==> src/rtl/ddr4_cmd_issuer.sv <==
// ddr4_cmd_issuer: controller-side DDR4 command/address generator.
// Accepts one read/write request at a time, tracks open rows per bank, and
// sequences PRE/ACT/RD/WR with tRP/tRCD/tCCD spacing plus periodic PRA+REF.
// Command pins are decoded from registered state, so an asynchronous reset
// forces a NOP onto the bus immediately.
// Optional build macro: DDR4_AUTO_PRECHARGE_EN (closed-page policy, RDA/WRA).
module ddr4_cmd_issuer #(
    parameter int ADDRWIDTH     = 17,
    parameter int RANKS         = 1,
    parameter int BANKGROUPS    = 4,
    parameter int BANKSPERGROUP = 4,
    parameter int COLS          = 1024,
    parameter int TRCD          = 4,
    parameter int TRP           = 4,
    parameter int TCCD          = 4,
    parameter int TRFC          = 32,
    parameter int TREFI         = 1024,
    localparam int BGWIDTH      = $clog2(BANKGROUPS),
    localparam int BAWIDTH      = $clog2(BANKSPERGROUP),
    localparam int CADDRWIDTH   = $clog2(COLS),
    localparam int RKWIDTH      = (RANKS > 1) ? $clog2(RANKS) : 1
) (
    input  logic                  clk,
    input  logic                  reset_n,
    input  logic                  req_valid,
    output logic                  req_ready,
    input  logic                  req_we,
    input  logic [RKWIDTH-1:0]    req_rank,
    input  logic [BGWIDTH-1:0]    req_bg,
    input  logic [BAWIDTH-1:0]    req_ba,
    input  logic [ADDRWIDTH-1:0]  req_row,
    input  logic [CADDRWIDTH-1:0] req_col,
    output logic                  cmd_done,
    output logic                  cmd_we,
    output logic                  cke,
    output logic [RANKS-1:0]      cs_n,
    output logic                  act_n,
    output logic [ADDRWIDTH-1:0]  A,
    output logic [BAWIDTH:0]      ba,
    output logic [BGWIDTH:0]      bg
);

    localparam int NBANKS = BANKGROUPS * BANKSPERGROUP;
    localparam int BIDXW  = BGWIDTH + BAWIDTH;
    localparam int TW     = 16;
    localparam int RCW    = $clog2(TREFI);

    // Command-pin encodings (A16=RAS_n, A15=CAS_n, A14=WE_n, A10=AP)
    localparam logic [ADDRWIDTH-1:0] A_NOP = ADDRWIDTH'(17'h1C000);
    localparam logic [ADDRWIDTH-1:0] A_RD  = ADDRWIDTH'(17'h14000);
    localparam logic [ADDRWIDTH-1:0] A_WR  = ADDRWIDTH'(17'h10000);
    localparam logic [ADDRWIDTH-1:0] A_PRE = ADDRWIDTH'(17'h08000);
    localparam logic [ADDRWIDTH-1:0] A_PRA = ADDRWIDTH'(17'h08400);
    localparam logic [ADDRWIDTH-1:0] A_REF = ADDRWIDTH'(17'h04000);
    localparam logic [ADDRWIDTH-1:0] A_AP  = ADDRWIDTH'(17'h00400);

    localparam logic [3:0] S_IDLE         = 4'd0;
    localparam logic [3:0] S_PRE          = 4'd1;
    localparam logic [3:0] S_WAIT_RP      = 4'd2;
    localparam logic [3:0] S_ACT          = 4'd3;
    localparam logic [3:0] S_WAIT_RCD     = 4'd4;
    localparam logic [3:0] S_CAS          = 4'd5;
    localparam logic [3:0] S_REF_PRA      = 4'd6;
    localparam logic [3:0] S_REF_WAIT_RP  = 4'd7;
    localparam logic [3:0] S_REF          = 4'd8;
    localparam logic [3:0] S_REF_WAIT_RFC = 4'd9;

    logic [3:0]            state_q, state_d;
    logic [TW-1:0]         timer_q, timer_d;
    logic [TW-1:0]         ccd_q, ccd_d;
    logic [RCW-1:0]        ref_cnt_q, ref_cnt_d;
    logic                  ref_pend_q, ref_pend_d;
    logic                  cke_q, cke_d;
    logic                  init_q, init_d;
    logic                  cur_we_q, cur_we_d;
    logic [RKWIDTH-1:0]    cur_rank_q, cur_rank_d;
    logic [BGWIDTH-1:0]    cur_bg_q, cur_bg_d;
    logic [BAWIDTH-1:0]    cur_ba_q, cur_ba_d;
    logic [ADDRWIDTH-1:0]  cur_row_q, cur_row_d;
    logic [CADDRWIDTH-1:0] cur_col_q, cur_col_d;
    logic [NBANKS-1:0]     open_q, open_d;
    logic [ADDRWIDTH-1:0]  row_tab_q [NBANKS];
    logic [ADDRWIDTH-1:0]  row_tab_d [NBANKS];

    logic [BIDXW-1:0]      cur_idx;
    logic [BIDXW-1:0]      req_idx;
    logic                  act_ok;
    logic                  ref_ok;
    logic                  cas_ok;
    logic [RANKS-1:0]      rank_sel_n;

    assign cur_idx    = {cur_bg_q, cur_ba_q};
    assign req_idx    = {req_bg, req_ba};
    assign cas_ok     = (ccd_q == '0);
    assign rank_sel_n = ~(RANKS'(1) << cur_rank_q);
    assign cke        = cke_q;
    assign req_ready  = (state_q == S_IDLE) && init_q && !ref_pend_q;

`ifdef DDR4_AUTO_PRECHARGE_EN
    logic [TW-1:0]    ap_cnt_q, ap_cnt_d;
    logic [BIDXW-1:0] ap_bank_q, ap_bank_d;

    // An auto-precharged bank needs tRP before it can be activated again;
    // refresh waits for any such precharge to complete.
    assign act_ok = !((ap_cnt_q != '0) && (ap_bank_q == cur_idx));
    assign ref_ok = (ap_cnt_q == '0);
`else
    assign act_ok = 1'b1;
    assign ref_ok = 1'b1;
`endif

    // Next-state, timers, refresh scheduling and bank-table updates
    always_comb begin
        state_d    = state_q;
        timer_d    = (timer_q != '0) ? timer_q - TW'(1) : '0;
        ccd_d      = (ccd_q != '0) ? ccd_q - TW'(1) : '0;
        ref_pend_d = ref_pend_q;
        cke_d      = 1'b1;
        init_d     = cke_q;
        cur_we_d   = cur_we_q;
        cur_rank_d = cur_rank_q;
        cur_bg_d   = cur_bg_q;
        cur_ba_d   = cur_ba_q;
        cur_row_d  = cur_row_q;
        cur_col_d  = cur_col_q;
        open_d     = open_q;
        for (int i = 0; i < NBANKS; i++) begin
            row_tab_d[i] = row_tab_q[i];
        end
`ifdef DDR4_AUTO_PRECHARGE_EN
        ap_cnt_d  = (ap_cnt_q != '0) ? ap_cnt_q - TW'(1) : '0;
        ap_bank_d = ap_bank_q;
`endif

        case (state_q)
            S_IDLE: begin
                if (init_q && ref_pend_q) begin
                    ref_pend_d = 1'b0;
                    state_d    = (|open_q) ? S_REF_PRA : S_REF;
                end else if (req_ready && req_valid) begin
                    cur_we_d   = req_we;
                    cur_rank_d = req_rank;
                    cur_bg_d   = req_bg;
                    cur_ba_d   = req_ba;
                    cur_row_d  = req_row;
                    cur_col_d  = req_col;
`ifdef DDR4_AUTO_PRECHARGE_EN
                    state_d = S_ACT;
`else
                    if (!open_q[req_idx])
                        state_d = S_ACT;
                    else if (row_tab_q[req_idx] == req_row)
                        state_d = S_CAS;
                    else
                        state_d = S_PRE;
`endif
                end
            end
            S_PRE: begin
                open_d[cur_idx] = 1'b0;
                timer_d         = TW'(TRP - 2);
                state_d         = (TRP <= 1) ? S_ACT : S_WAIT_RP;
            end
            S_WAIT_RP: begin
                if (timer_q == '0) state_d = S_ACT;
            end
            S_ACT: begin
                if (act_ok) begin
                    open_d[cur_idx]    = 1'b1;
                    row_tab_d[cur_idx] = cur_row_q;
                    timer_d            = TW'(TRCD - 2);
                    state_d            = (TRCD <= 1) ? S_CAS : S_WAIT_RCD;
                end
            end
            S_WAIT_RCD: begin
                if (timer_q == '0) state_d = S_CAS;
            end
            S_CAS: begin
                if (cas_ok) begin
                    ccd_d   = TW'(TCCD - 1);
                    state_d = S_IDLE;
`ifdef DDR4_AUTO_PRECHARGE_EN
                    open_d[cur_idx] = 1'b0;
                    ap_cnt_d        = TW'(TRP - 1);
                    ap_bank_d       = cur_idx;
`endif
                end
            end
            S_REF_PRA: begin
                timer_d = TW'(TRP - 2);
                state_d = (TRP <= 1) ? S_REF : S_REF_WAIT_RP;
            end
            S_REF_WAIT_RP: begin
                if (timer_q == '0) state_d = S_REF;
            end
            S_REF: begin
                if (ref_ok) begin
                    open_d  = '0;
                    timer_d = TW'(TRFC - 2);
                    state_d = (TRFC <= 1) ? S_IDLE : S_REF_WAIT_RFC;
                end
            end
            S_REF_WAIT_RFC: begin
                if (timer_q == '0) state_d = S_IDLE;
            end
            default: state_d = S_IDLE;
        endcase

        // Free-running refresh interval counter; set after any service clear
        if (ref_cnt_q == RCW'(TREFI - 1)) begin
            ref_cnt_d  = '0;
            ref_pend_d = 1'b1;
        end else begin
            ref_cnt_d = ref_cnt_q + RCW'(1);
        end
    end

    // Command/address pin decode from the registered state
    always_comb begin
        cs_n     = '1;
        act_n    = 1'b1;
        A        = A_NOP;
        ba       = '0;
        bg       = '0;
        cmd_done = 1'b0;
        cmd_we   = 1'b0;
        case (state_q)
            S_PRE: begin
                cs_n = rank_sel_n;
                A    = A_PRE;
                ba   = {1'b0, cur_ba_q};
                bg   = {1'b0, cur_bg_q};
            end
            S_ACT: begin
                if (act_ok) begin
                    cs_n  = rank_sel_n;
                    act_n = 1'b0;
                    A     = cur_row_q;
                    ba    = {1'b0, cur_ba_q};
                    bg    = {1'b0, cur_bg_q};
                end
            end
            S_CAS: begin
                if (cas_ok) begin
                    cs_n     = rank_sel_n;
                    A        = (cur_we_q ? A_WR : A_RD) | ADDRWIDTH'(cur_col_q);
`ifdef DDR4_AUTO_PRECHARGE_EN
                    A        = A | A_AP;
`endif
                    ba       = {1'b0, cur_ba_q};
                    bg       = {1'b0, cur_bg_q};
                    cmd_done = 1'b1;
                    cmd_we   = cur_we_q;
                end
            end
            S_REF_PRA: begin
                cs_n = '0;
                A    = A_PRA;
            end
            S_REF: begin
                if (ref_ok) begin
                    cs_n = '0;
                    A    = A_REF;
                end
            end
            default: ;
        endcase
    end

    // Control state with asynchronous clear
    always_ff @(posedge clk or negedge reset_n) begin
        if (!reset_n) begin
            state_q    <= S_IDLE;
            timer_q    <= '0;
            ccd_q      <= '0;
            ref_cnt_q  <= '0;
            ref_pend_q <= 1'b0;
            cke_q      <= 1'b0;
            init_q     <= 1'b0;
            cur_we_q   <= 1'b0;
            cur_rank_q <= '0;
            cur_bg_q   <= '0;
            cur_ba_q   <= '0;
            cur_row_q  <= '0;
            cur_col_q  <= '0;
            open_q     <= '0;
        end else begin
            state_q    <= state_d;
            timer_q    <= timer_d;
            ccd_q      <= ccd_d;
            ref_cnt_q  <= ref_cnt_d;
            ref_pend_q <= ref_pend_d;
            cke_q      <= cke_d;
            init_q     <= init_d;
            cur_we_q   <= cur_we_d;
            cur_rank_q <= cur_rank_d;
            cur_bg_q   <= cur_bg_d;
            cur_ba_q   <= cur_ba_d;
            cur_row_q  <= cur_row_d;
            cur_col_q  <= cur_col_d;
            open_q     <= open_d;
        end
    end

    // Open-row table; contents are only meaningful while the open flag is set
    always_ff @(posedge clk) begin
        for (int i = 0; i < NBANKS; i++) begin
            row_tab_q[i] <= row_tab_d[i];
        end
    end

`ifdef DDR4_AUTO_PRECHARGE_EN
    // Auto-precharge recovery tracking
    always_ff @(posedge clk or negedge reset_n) begin
        if (!reset_n) begin
            ap_cnt_q  <= '0;
            ap_bank_q <= '0;
        end else begin
            ap_cnt_q  <= ap_cnt_d;
            ap_bank_q <= ap_bank_d;
        end
    end
`endif

endmodule

==> config.mk <==
export PLATFORM = sky130hd
export DESIGN_NAME = ddr4_cmd_issuer
export DESIGN_NICKNAME = d
export VERILOG_FILES = /design/src/rtl/ddr4_cmd_issuer.sv
export SDC_FILE = /design/constraint.sdc
export NUM_CORES = 1
export LEC_CHECK = 0
export ABC_AREA = 1
export CAP_MARGIN = 20
export CORE_MARGIN = 2
export CORE_UTILIZATION = 60
export DETAILED_ROUTE_END_ITERATION = 10
export MAX_ROUTING_LAYER = met4
export PLACE_DENSITY = 0.82
export SYNTH_ARGS = -nofsm -noshare
export SYNTH_HDL_FRONTEND = slang
export SYNTH_SLANG_ARGS = --single-unit
==> constraint.sdc <==
create_clock -name clk -period 3.5 [get_ports clk]
set_clock_uncertainty 0.1 [all_clocks]
set_input_delay 1.05 -clock clk [delete_from_list [all_inputs] [get_ports clk]]
set_output_delay 1.05 -clock clk [all_outputs]
set_load 0.05 [all_outputs]
==> results of run 1 <==
[final cells by class]
type / instances / area, um^2
antenna: 2 / 5.00
clock buffer: 53 / 1100
clock inverter: 17 / 211
fill: 1732 / 7320
inverter: 206 / 783
multi-input combinational: 1034 / 4950
sequential: 370 / 10600
tap: 341 / 427
timing repair buffer: 149 / 1610
timing repair inverter: 1 / 7.51
[logic make-up after synthesis]
kind of cell / count (synthesis) / share of synthesized area
flops: 370 / 0.642
mux: 12 / 0.00817
compound gates: 139 / 0.0490
simple gates: 849 / 0.212
xor+xnor: 28 / 0.0148
buf+inv: 279 / 0.0714
other cells: 2 / 0.000454
fa+ha+maj: 3 / 0.00227
[how the worst max path moves through the flow]
| stage | end | slack [ns] | depth (start not counted) | startpoint |
|---|---|---|---|---|
| 6_report | ba[0] | -0.26 | 13 | ccd_q[0]$_DFF_PN0_ |
| 5_1_grt | ba[0] | -0.31 | 13 | ccd_q[0]$_DFF_PN0_ |
| 4_1_cts | ba[0] | -0.30 | 13 | ccd_q[0]$_DFF_PN0_ |
| 3_5_place_dp | ba[0] | 0.05 | 13 | ccd_q[0]$_DFF_PN0_ |
| 3_3_place_gp | bg[1] | 0.13 | 13 | ccd_q[0]$_DFF_PN0_ |
| 2_1_floorplan | ba[0] | 0.03 | 12 | ccd_q[0]$_DFF_PN0_ |
[metrics by stage]
stage	cells	worst slack, ns
2_1_floorplan	1683	0.0316
3_3_place_gp	2068	0.135
3_5_place_dp	2068	0.0494
4_1_cts	2169	-0.302
5_1_grt	2172	-0.308
6_report	2173	-0.264
[cells in the final DEF, fill, tap and decap left out, types with 6 or more instances in the layout]
cell type,count
sky130_fd_sc_hd__a21oi_1,11
sky130_fd_sc_hd__a32o_2,10
sky130_fd_sc_hd__buf_12,33
sky130_fd_sc_hd__buf_4,81
sky130_fd_sc_hd__clkbuf_1,9
sky130_fd_sc_hd__clkbuf_16,41
sky130_fd_sc_hd__clkdlybuf4s50_1,32
sky130_fd_sc_hd__clkinv_1,7
sky130_fd_sc_hd__dfrtp_1,98
sky130_fd_sc_hd__edfxtp_1,272
sky130_fd_sc_hd__inv_1,194
sky130_fd_sc_hd__inv_2,7
sky130_fd_sc_hd__mux2_2,12
sky130_fd_sc_hd__nand2_1,405
sky130_fd_sc_hd__nand3_1,172
sky130_fd_sc_hd__nor2_1,207
sky130_fd_sc_hd__nor2_2,19
sky130_fd_sc_hd__nor2_4,6
sky130_fd_sc_hd__nor3_1,12
sky130_fd_sc_hd__nor4_1,8
sky130_fd_sc_hd__o211ai_1,13
sky130_fd_sc_hd__o21ai_0,81
sky130_fd_sc_hd__o22ai_1,14
sky130_fd_sc_hd__xnor2_1,13
sky130_fd_sc_hd__xor2_1,15
[per-layer routing]
metal | part of all wire | GRT usage | vias up
li1 | - | - | 5776
met1 | 0.37 | 0.402 | 6095
met2 | 0.48 | 0.515 | 805
met3 | 0.10 | 0.0574 | 187
met4 | 0.053 | 0.167 | 0
met5 | 0 | - | -
[timing repair]
item,CTS,global route
cloned,1,0
gates resized for setup,43,12
setup buffers,30,7
pin swaps,9,10
hold endpoints to repair,0,0
endpoints found under the setup margin,20,22
[registers in the layout, indices dropped and copies added (netlist names)]
| register | cells |
|---|---|
| ref_cnt_q | 10 |
| timer_q | 16 |
| open_q | 16 |
| cur_bg_q | 2 |
| cur_row_q | 17 |
| ccd_q | 16 |
| cur_ba_q | 2 |
| cur_rank_q | 1 |
| ref_pend_q | 1 |
| row_tab_q | 272 |
| init_q | 1 |
| cke | 1 |
| cur_col_q | 10 |
| state_q | 4 |
| cur_we_q | 1 |
[worst max-delay path: stages, from the launching register on]
cell and delay (ns):
sky130_fd_sc_hd__dfrtp_1 0.39, sky130_fd_sc_hd__inv_2 0.11, sky130_fd_sc_hd__ha_4 0.18, sky130_fd_sc_hd__nand2_4 0.06, sky130_fd_sc_hd__nor3_4 0.15, sky130_fd_sc_hd__inv_2 0.08
sky130_fd_sc_hd__nor3_4 0.13, sky130_fd_sc_hd__nand4_1 0.18, sky130_fd_sc_hd__nor3_2 0.20, sky130_fd_sc_hd__nand2_1 0.13, sky130_fd_sc_hd__o21ai_2 0.12, sky130_fd_sc_hd__inv_4 0.10
sky130_fd_sc_hd__nor2_4 0.12, sky130_fd_sc_hd__buf_12 0.14
[power breakdown]
group,switching (mW),internal [mW],leakage [nW]
Sequential,0.728,5.65,3.71
Clock,1.66,2.57,0.634
Combinational,2.22,1.27,4.06
Total,4.60,9.50,8.40
==> run metrics, run 1 <==
Routability Congestion around 0.9; wire length reported by the detailed router 44300 um; leading post-synthesis cells by cell area sky130_fd_sc_hd__edfxtp_1 (49%), sky130_fd_sc_hd__dfrtp_1 (15%), sky130_fd_sc_hd__nand2_1 (9.3%), sky130_fd_sc_hd__nor2_1 (5.2%), sky130_fd_sc_hd__nand3_1 (5.2%); max_slew headroom 0.536; Finished Cell Area ~0.020 mm^2; library cell used as clock root buffer sky130_fd_sc_hd__clkbuf_16; total via count after detailed routing 12900; peak ir drop on the vdd network approximately 0.00081 V; warnings from Yosys 0; fraction of final layout cells with drive strength greater than 1 0.136; vias in the first global route about 13000; worst slew pin tran slightly below 0.7 ns; final sum of negative setup slack -1.71 ns; violated checks setup timing; hold path start cke$_DFF_PN0_; summed instance area of the synthesized netlist around 0.017 mm^2; Slew Limit Fails 0; Power Dens Cells about 720 mW/mm^2; fraction of synthesis flops using an asynchronous set or reset pin 0.265; hold violation total from the final report 0; static power due to leakage 8.40 nW; result of the run finished, violations left; final critical-path share of the clock period 1.08; count of nets left with antenna violations after detail routing 0; number of cells on the worst reg-to-reg path 23; CTS hold repair buffers 0; R2R Path Start ccd_q[0]$_DFF_PN0_; effective utilization at floorplan 0.612; DR DRC count 0; kind of capture point of the worst setup path output pin; RSZ-0062 raised after global routing true; number of design-rule violations left by the first detailed-router iteration roughly 1600; clock latency reported for the late side of the worst-skew pair about 0.53 ns; leading post-synthesis cells by instance count sky130_fd_sc_hd__nand2_1 (409), sky130_fd_sc_hd__edfxtp_1 (272), sky130_fd_sc_hd__nor2_1 (231), sky130_fd_sc_hd__inv_1 (201), sky130_fd_sc_hd__nand3_1 (173); antenna violations before repair 1; placed standard-cell area ~0.018 mm^2; Util after Layout 0.729; Clock Sink Count 370; Synth top area share 0.494; die extent in x roughly 170 um; critical-path maximum fanout 4; core area 0.0270 mm^2; pin count of the biggest net entering global routing 115; endpoint of the most critical register-to-register path ccd_q[12]$_DFF_PN0_; count of buffers inserted at the top-level ports 62; H-Tree Depth 2; synthesized flop and latch total 370; TritonCTS clock tree yes; largest area contributor in the synthesized netlist sky130_fd_sc_hd__edfxtp_1; Gate Count Post-Synth around 1700; number of enable flip-flop cells after synthesis 272; cell with the most instances after synthesis sky130_fd_sc_hd__nand2_1; post-route minimum period approximately 3.8 ns; post-layout worst setup margin -0.264 ns; Synth-to-Final Area Change 19.2%; proportion of synthesized chip area in sequential cells 0.642; maximum clock insertion buffer count 3; Die Footprint roughly 0.029 mm^2; average cell area after synthesis slightly below 10 um^2; class of the most critical setup path reg2out; global-route wire length before repair roughly 69000 um; number of max-cap violations 0; Worst setup SP type flip-flop; gr usage total 0.324; required arrival time at the worst endpoint approximately 2.4 ns; die height between 150 and 200 um; number of detailed-route iterations in the first pass 5; Min-Delay Path Depth 0; detail-routed via count per cell a little under 6; final total power around 14 mW; WL per Instance 20.4 um; Detailed Place HPWL roughly 25000 um; Worst-path clk slew 0.06 ns; main flop type after synthesis sky130_fd_sc_hd__edfxtp_1; final setup violation count 14; row count 60; num ports 65; Arrival @ worst endpoint around 2.6 ns; worst hold slack across all endpoints 0.275 ns; worst min-delay path class reg2reg; post-layout net count between 1500 and 2000; upper clock frequency limit between 0.2 and 0.3 GHz; setup slack of the most critical reg-to-reg path about 0.14 ns; Inserted Clock Buffers 39; count of unique library cells instantiated by Yosys 40; Min-Delay Endpoint init_q$_DFF_PN0_; Congestion Overflow GR 0
Note: power is estimated with default switching activity, not from simulation.
==> inputs of run 2 (changes only) <==
--- a/config.mk
+++ b/config.mk
@@ -7,11 +7,13 @@
 export LEC_CHECK = 0
 export ABC_AREA = 1
 export CAP_MARGIN = 20
+export CORE_ASPECT_RATIO = 0.7
 export CORE_MARGIN = 2
-export CORE_UTILIZATION = 60
+export CORE_UTILIZATION = 38
 export DETAILED_ROUTE_END_ITERATION = 10
 export MAX_ROUTING_LAYER = met4
-export PLACE_DENSITY = 0.82
+export PLACE_DENSITY = 0.57
+export SKIP_LAST_GASP = 1
 export SYNTH_ARGS = -nofsm -noshare
 export SYNTH_HDL_FRONTEND = slang
 export SYNTH_SLANG_ARGS = --single-unit
==> run 2 against run 1 <==
The flow still finishes with violations (setup timing). Clock power rose by 1%. Sequential power is 1% lower. First-iteration DRC count is 17% lower. Global-route usage is 10 points lower. Clock-buffer cell count is the same. Largest power group unchanged. Highest routed layer unchanged.
==> run metrics, run 2 (synthesis gave the netlist of run 1 again) <==
result of the run finished, violations left; violated checks setup timing; max reg flops between 200 and 300; cell internal pwr around 9.5 mW; class of the most critical setup path reg2out; antenna diode instance count 0; row count 63; max_slew headroom 0.447; post-layout worst setup margin -0.345 ns; Worst setup SP type flip-flop; hold violation total from the final report 0; gr usage total 0.220; Detailed Place HPWL between 20000 and 30000 um; die extent in x 253 um; H-Tree Depth 2; effective utilization at floorplan 0.388; combinational share of power 0.251; static power due to leakage ~8.4 nW; Die Footprint roughly 0.045 mm^2; number of max-cap violations 0; global-route wire length before repair 72100 um; final critical-path share of the clock period 1.10; total via count after detailed routing roughly 12000; worst slew pin tran 0.829 ns; number of cells on the worst reg-to-reg path 21; number of detailed-route iterations in the first pass 5; register share of total power 0.446; highest-count cells in the layout ignoring fill and taps sky130_fd_sc_hd__nand2_1 (403), sky130_fd_sc_hd__edfxtp_1 (272), sky130_fd_sc_hd__nor2_1 (208); post-route minimum period 3.85 ns; Clock power frac 0.303; switching power share of the total 0.329; wire length reported by the detailed router roughly 47000 um; kind of capture point of the worst setup path output pin; DR DRC count 0; Congestion Overflow GR 0; largest register by flop count row_tab_q; TritonCTS clock tree yes; critical-path maximum fanout 4; R2R Path Start ccd_q[1]$_DFF_PN0_; library cell used as clock root buffer sky130_fd_sc_hd__clkbuf_16; worst hold slack across all endpoints approximately 0.28 ns; die height about 180 um; Routability Congestion a little under 0.9; fraction of final layout cells with drive strength greater than 1 0.142; Arrival @ worst endpoint about 2.7 ns; required arrival time at the worst endpoint between 2 and 2.5 ns; vias in the first global route approximately 12000; detail-routed via count per cell about 5.0; WL per Instance 19.3 um; final setup violation count 19; RSZ-0062 raised after global routing true; count of nets left with antenna violations after detail routing 0; crit-path cells inv_2 > ha_4 > nand2_4 > nor3_4 > inv_2 > nor3_4 > nand4_1 > nor3_2 > nand2_2 > o21ai_4 > inv_4 > nor2_4 > buf_12; clock latency reported for the late side of the worst-skew pair ~0.54 ns; num ports 65; filler cell count in the final layout 3942; endpoint of the most critical register-to-register path ccd_q[14]$_DFF_PN0_; most common cell after layout, fill and taps aside sky130_fd_sc_hd__nand2_1; worst min-delay path class in2async; Slew Limit Fails 0; Worst-path clk slew 0.07 ns; antenna violations before repair 2; largest registers in the final layout row_tab_q: 272 flops, cur_row_q: 17 flops; post-layout net count about 1800; count of buffers inserted at the top-level ports 62; Power Dens Cells just over 700 mW/mm^2; delay of the slowest cell on the worst path roughly 0.4 ns; pin count of the biggest net entering global routing between 80 and 90; final sum of negative setup slack -2.84 ns; Worst Path Buf+Inv 4; peak ir drop on the vdd network 0.000744 V; Finished Cell Area between 0.02 and 0.025 mm^2; Clock Sink Count 370; family of cells with the greatest summed delay on the critical path simple AND/OR/NAND/NOR gates; launch point of the worst path ccd_q[1]$_DFF_PN0_; setup slack of the most critical reg-to-reg path about 0.17 ns; Synth-to-Final Area Change 21.4%; Psw ~4.7 mW; upper clock frequency limit roughly 0.26 GHz; Max stage delay cell, worst path sky130_fd_sc_hd__dfrtp_1; number of design-rule violations left by the first detailed-router iteration around 1300; core area 0.0426 mm^2; maximum clock insertion buffer count 3; CTS hold repair buffers 0; Inserted Clock Buffers 38; placed standard-cell area about 0.018 mm^2
==> run 2: cell count changes in the layout (fill, tap and decap cells not counted), moves of 2 or more <==
cell / change
sky130_fd_sc_hd__buf_4: +7
sky130_fd_sc_hd__clkinv_1: -5
sky130_fd_sc_hd__buf_6: +3
sky130_fd_sc_hd__clkbuf_8: +3
sky130_fd_sc_hd__nand2_2: +3
sky130_fd_sc_hd__clkbuf_16: -2
sky130_fd_sc_hd__diode_2: -2
sky130_fd_sc_hd__nand2_1: -2
==> run 2: what timing repair did <==
item / 4_1_cts / 5_1_grt
pin swaps: 4 / 9
endpoints found under the setup margin: 20 / 23
buffers inserted: 44 / 6
resized for setup: 35 / 26
cloned: 1 / 0
==> run 2: per-layer routing <==
metal | wire length, um | track usage | part of all wire | vias up
li1 | - | - | - | 5780
met1 | 22700 | 0.325 | 0.48 | 5837
met2 | 19400 | 0.308 | 0.41 | 429
met3 | 3650 | 0.0417 | 0.078 | 81
met4 | 1170 | 0.0597 | 0.025 | 0
met5 | 0 | - | 0 | -
==> run 2: worst max path at each step <==
stage	slack, ns	to	depth (start not counted)
4_1_cts	-0.19	ba[0]	13
2_1_floorplan	0.03	ba[0]	12
5_1_grt	-0.49	ba[0]	12
6_report	-0.35	bg[1]	13
3_5_place_dp	0.09	state_q[2]$_DFFE_PN0P_	19
3_3_place_gp	0.09	state_q[2]$_DFFE_PN0P_	16
==> run 2: final cells by class <==
class,instances,area [um^2],share of cell area
clock inverter,16,219,0.0109
timing repair buffer,159,1690,0.0842
clock buffer,53,1090,0.0542
tap,585,732,0.0364
multi-input combinational,1034,4940,0.246
inverter,206,788,0.0392
timing repair inverter,1,7.51,0.000374
sequential,370,10600,0.529
==> run 2: worst reg2reg max path: cells and delay by family, from the launching register on <==
family	cells	cell delay, ns
buffers and inverters	14	1.72
and+or+nand+nor	4	0.64
DFF	1	0.40
AOI/OAI and AO/OA	2	0.20
adders and majority gates	1	0.15
==> run 2: power groups by stage <==
| stage | clock network, mW | registers (mW) | logic, mW |
|---|---|---|---|
| 2_1_floorplan | 0 | 6.20 | 1.99 |
| 3_3_place_gp | 0 | 6.32 | 3.30 |
| 3_5_place_dp | 0 | 6.33 | 3.35 |
| 4_1_cts | 4.35 | 6.26 | 3.46 |
| 5_1_grt | 4.53 | 6.37 | 3.91 |
| 6_report | 4.29 | 6.30 | 3.55 |
==> run 2: metrics by stage <==
stage | worst slack [ns] | total power [mW] | instances | utilization
2_1_floorplan | 0.0316 | 8.19 | 1683 | -
3_3_place_gp | 0.0946 | 9.62 | 2317 | 0.430
3_5_place_dp | 0.0908 | 9.68 | 2317 | 0.430
4_1_cts | -0.192 | 14.1 | 2431 | 0.470
5_1_grt | -0.488 | 14.8 | 2424 | 0.471
6_report | -0.345 | 14.1 | 2424 | 0.471
==> inputs of run 3 (changes only) <==
--- a/config.mk
+++ b/config.mk
@@ -8,12 +8,12 @@
 export ABC_AREA = 1
 export CAP_MARGIN = 20
 export CORE_ASPECT_RATIO = 0.7
-export CORE_MARGIN = 2
+export CORE_MARGIN = 8
 export CORE_UTILIZATION = 38
 export DETAILED_ROUTE_END_ITERATION = 10
 export MAX_ROUTING_LAYER = met4
 export PLACE_DENSITY = 0.57
-export SKIP_LAST_GASP = 1
+export REMOVE_ABC_BUFFERS = 1
 export SYNTH_ARGS = -nofsm -noshare
 export SYNTH_HDL_FRONTEND = slang
 export SYNTH_SLANG_ARGS = --single-unit
==> run 3 against run 2 <==
The flow still finishes with violations (setup timing). Flip-flop and latch count unchanged. Critical path depth is the same. Sequential power down 1%. Non-clock buffer count down 22. Sequential share of layout area rose by 0.33 points. First-iteration DRC count shrank 0.54%. Cell count shrank 0.62%. Wire length shrank 2.6%. Die area rose by 12%. Worst hold slack improved by 0.015 ns. Via count fell by 1.0%. Maximum frequency up 6.4%. Largest cell class unchanged.
==> run metrics, run 3 (synthesis gave the netlist of run 1 again) <==
worst setup path end bg[0]; number of design-rule violations left by the first detailed-router iteration between 1000 and 1500; maximum clock insertion buffer count 3; R2R Path Start state_q[2]$_DFFE_PN0P_; required arrival time at the worst endpoint between 2 and 2.5 ns; core area ~0.043 mm^2; die extent in x ~270 um; switching power share of the total 0.328; die height 191 um; H-Tree Depth 2; total number of cells along the worst setup path 13; crit-path cells inv_2 > ha_4 > nand2_4 > nor3_4 > inv_2 > nor3_4 > nand4_1 > nor3_2 > nand2_2 > o21ai_4 > inv_4 > nor2_4 > buf_12; Worst setup SP type flip-flop; launch point of the worst path ccd_q[0]$_DFF_PN0_; number of detailed-route iterations in the first pass 5; CTS hold repair buffers 0; Max stage delay cell, worst path sky130_fd_sc_hd__dfrtp_1; post-route minimum period approximately 3.6 ns; TritonCTS clock tree yes; antenna diode instance count 0; Detailed Place HPWL 27000 um; count of buffers inserted at the top-level ports 62; num ports 65; antenna violations before repair 0; placed standard-cell area about 0.018 mm^2; class of the most critical setup path reg2out; Synth-to-Final Area Change 20.7%; Arrival @ worst endpoint between 2 and 2.5 ns; final setup violation count 16; effective utilization at floorplan 0.382; Psw 4.54 mW; static power due to leakage 8.39 nW; post-layout worst setup margin -0.113 ns; global-route wire length before repair between 70000 and 80000 um; max reg flops approximately 270; Die Footprint about 0.05 mm^2; WL per Instance 18.9 um; family of cells with the greatest summed delay on the critical path simple AND/OR/NAND/NOR gates; final critical-path share of the clock period 1.03; post-layout net count 1825; worst min-delay path class in2async; worst hold slack across all endpoints ~0.29 ns; detail-routed via count per cell between 4 and 5; Routability Congestion a little over 0.8; peak ir drop on the vdd network 0.000792 V; number of cells on the worst reg-to-reg path 7; setup slack of the most critical reg-to-reg path roughly 0.83 ns; pin count of the biggest net entering global routing 87; result of the run finished, violations left; Finished Cell Area between 0.015 and 0.02 mm^2; delay of the slowest cell on the worst path roughly 0.38 ns; Worst Path Buf+Inv 4; highest-count cells in the layout ignoring fill and taps sky130_fd_sc_hd__nand2_1 (403), sky130_fd_sc_hd__edfxtp_1 (272), sky130_fd_sc_hd__nor2_1 (203); worst slew pin tran 0.610 ns; combinational share of power 0.257; total instance count after detailed placement 2328; gr usage total 0.187; number of max-cap violations 0; RSZ-0062 raised after global routing true; row count 64; violated checks setup timing; largest register by flop count row_tab_q; Slew Limit Fails 0; final total power about 14 mW; Congestion Overflow GR 0; register share of total power 0.450; endpoint of the most critical register-to-register path row_tab_q[4][10]$_DFFE_PP_; most common cell after layout, fill and taps aside sky130_fd_sc_hd__nand2_1; wire length reported by the detailed router about 46000 um; fraction of final layout cells with drive strength greater than 1 0.134; upper clock frequency limit between 0.2 and 0.3 GHz; hold violation total from the final report 0; cell internal pwr around 9.3 mW; Clock power frac 0.293; total via count after detailed routing 12000; library cell used as clock root buffer sky130_fd_sc_hd__clkbuf_16; Inserted Clock Buffers 37; max_slew headroom 0.592; clock latency reported for the late side of the worst-skew pair approximately 0.54 ns; kind of capture point of the worst setup path output pin; count of nets left with antenna violations after detail routing 0; Power Dens Cells 694 mW/mm^2; critical-path maximum fanout 4; Clock Sink Count 370; Worst-path clk slew about 0.060 ns; DR DRC count 0; post-route non-filler standard cell count around 2400; filler cell count in the final layout between 4000 and 5000; vias in the first global route around 12000; largest registers in the final layout row_tab_q: 272 flops, cur_row_q: 17 flops
run 3: cell count changes in the layout (fill, tap and decap cells not counted), sizes merged:
cell / before / now
dlygate4sd2: 0 / 1
clkbuf: 54 / 50
bufinv: 5 / 3
buf: 126 / 104
clkinv: 7 / 15
clkinvlp: 5 / 0
run 3: power by group through the flow:
stage               Clock [mW]  Sequential (mW)  Combinational (mW)
floorplan                    0             6.20                1.89
global placement             0             6.28                3.33
detailed placement           0             6.30                3.38
CTS                       4.14             6.22                3.52
global route              4.31             6.32                3.92
finish                    4.06             6.23                3.56
run 3: repair_timing:
action                                  4_1_cts  5_1_grt
setup buffers                                 8        5
gates resized for setup                      51        9
endpoints found under the setup margin       20       20
pin swaps                                     6        9
cloned                                        0        0
run 3: worst min path at each step:
stage | depth (start not counted) | startpoint | slack (ns) | end
floorplan | 1 | timer_q[0]$_DFF_PN0_ | 0.30 | timer_q[0]$_DFF_PN0_
global placement | 0 | cke$_DFF_PN0_ | 0.30 | init_q$_DFF_PN0_
detailed placement | 0 | cke$_DFF_PN0_ | 0.29 | init_q$_DFF_PN0_
CTS | 1 | reset_n | 0.28 | ccd_q[1]$_DFF_PN0_
global route | 1 | reset_n | 0.29 | ccd_q[1]$_DFF_PN0_
finish | 1 | reset_n | 0.29 | ccd_q[1]$_DFF_PN0_
run 3: stage by stage:
stage | util | setup WS [ns] | setup TNS [ns]
6_report | 0.461 | -0.113 | -0.817
5_1_grt | 0.461 | -0.262 | -3.05
4_1_cts | 0.459 | -0.176 | -0.940
2_1_floorplan | - | -0.326 | -3.46
3_5_place_dp | 0.426 | 0.124 | 0
3_3_place_gp | 0.426 | 0.140 | 0
run 3: layer usage:
layer	global-route usage	wire, um	up-vias	part of all wire
met5	-	0	-	0
met2	0.277	19700	415	0.43
li1	-	-	5737	-
met3	0.0332	3500	77	0.077
met1	0.265	21500	5771	0.47
met4	0.0443	945	0	0.021
run 3: cell type report:
type / instances / area [um^2] / area share
clock inverters: 18 / 170 / 0.00853
flip-flops and latches: 370 / 10600 / 0.532
inverters: 206 / 783 / 0.0392
multi-input cells: 1034 / 4930 / 0.247
well taps: 594 / 743 / 0.0372
repair buffers: 137 / 1640 / 0.0822
clock buffers: 50 / 1070 / 0.0535
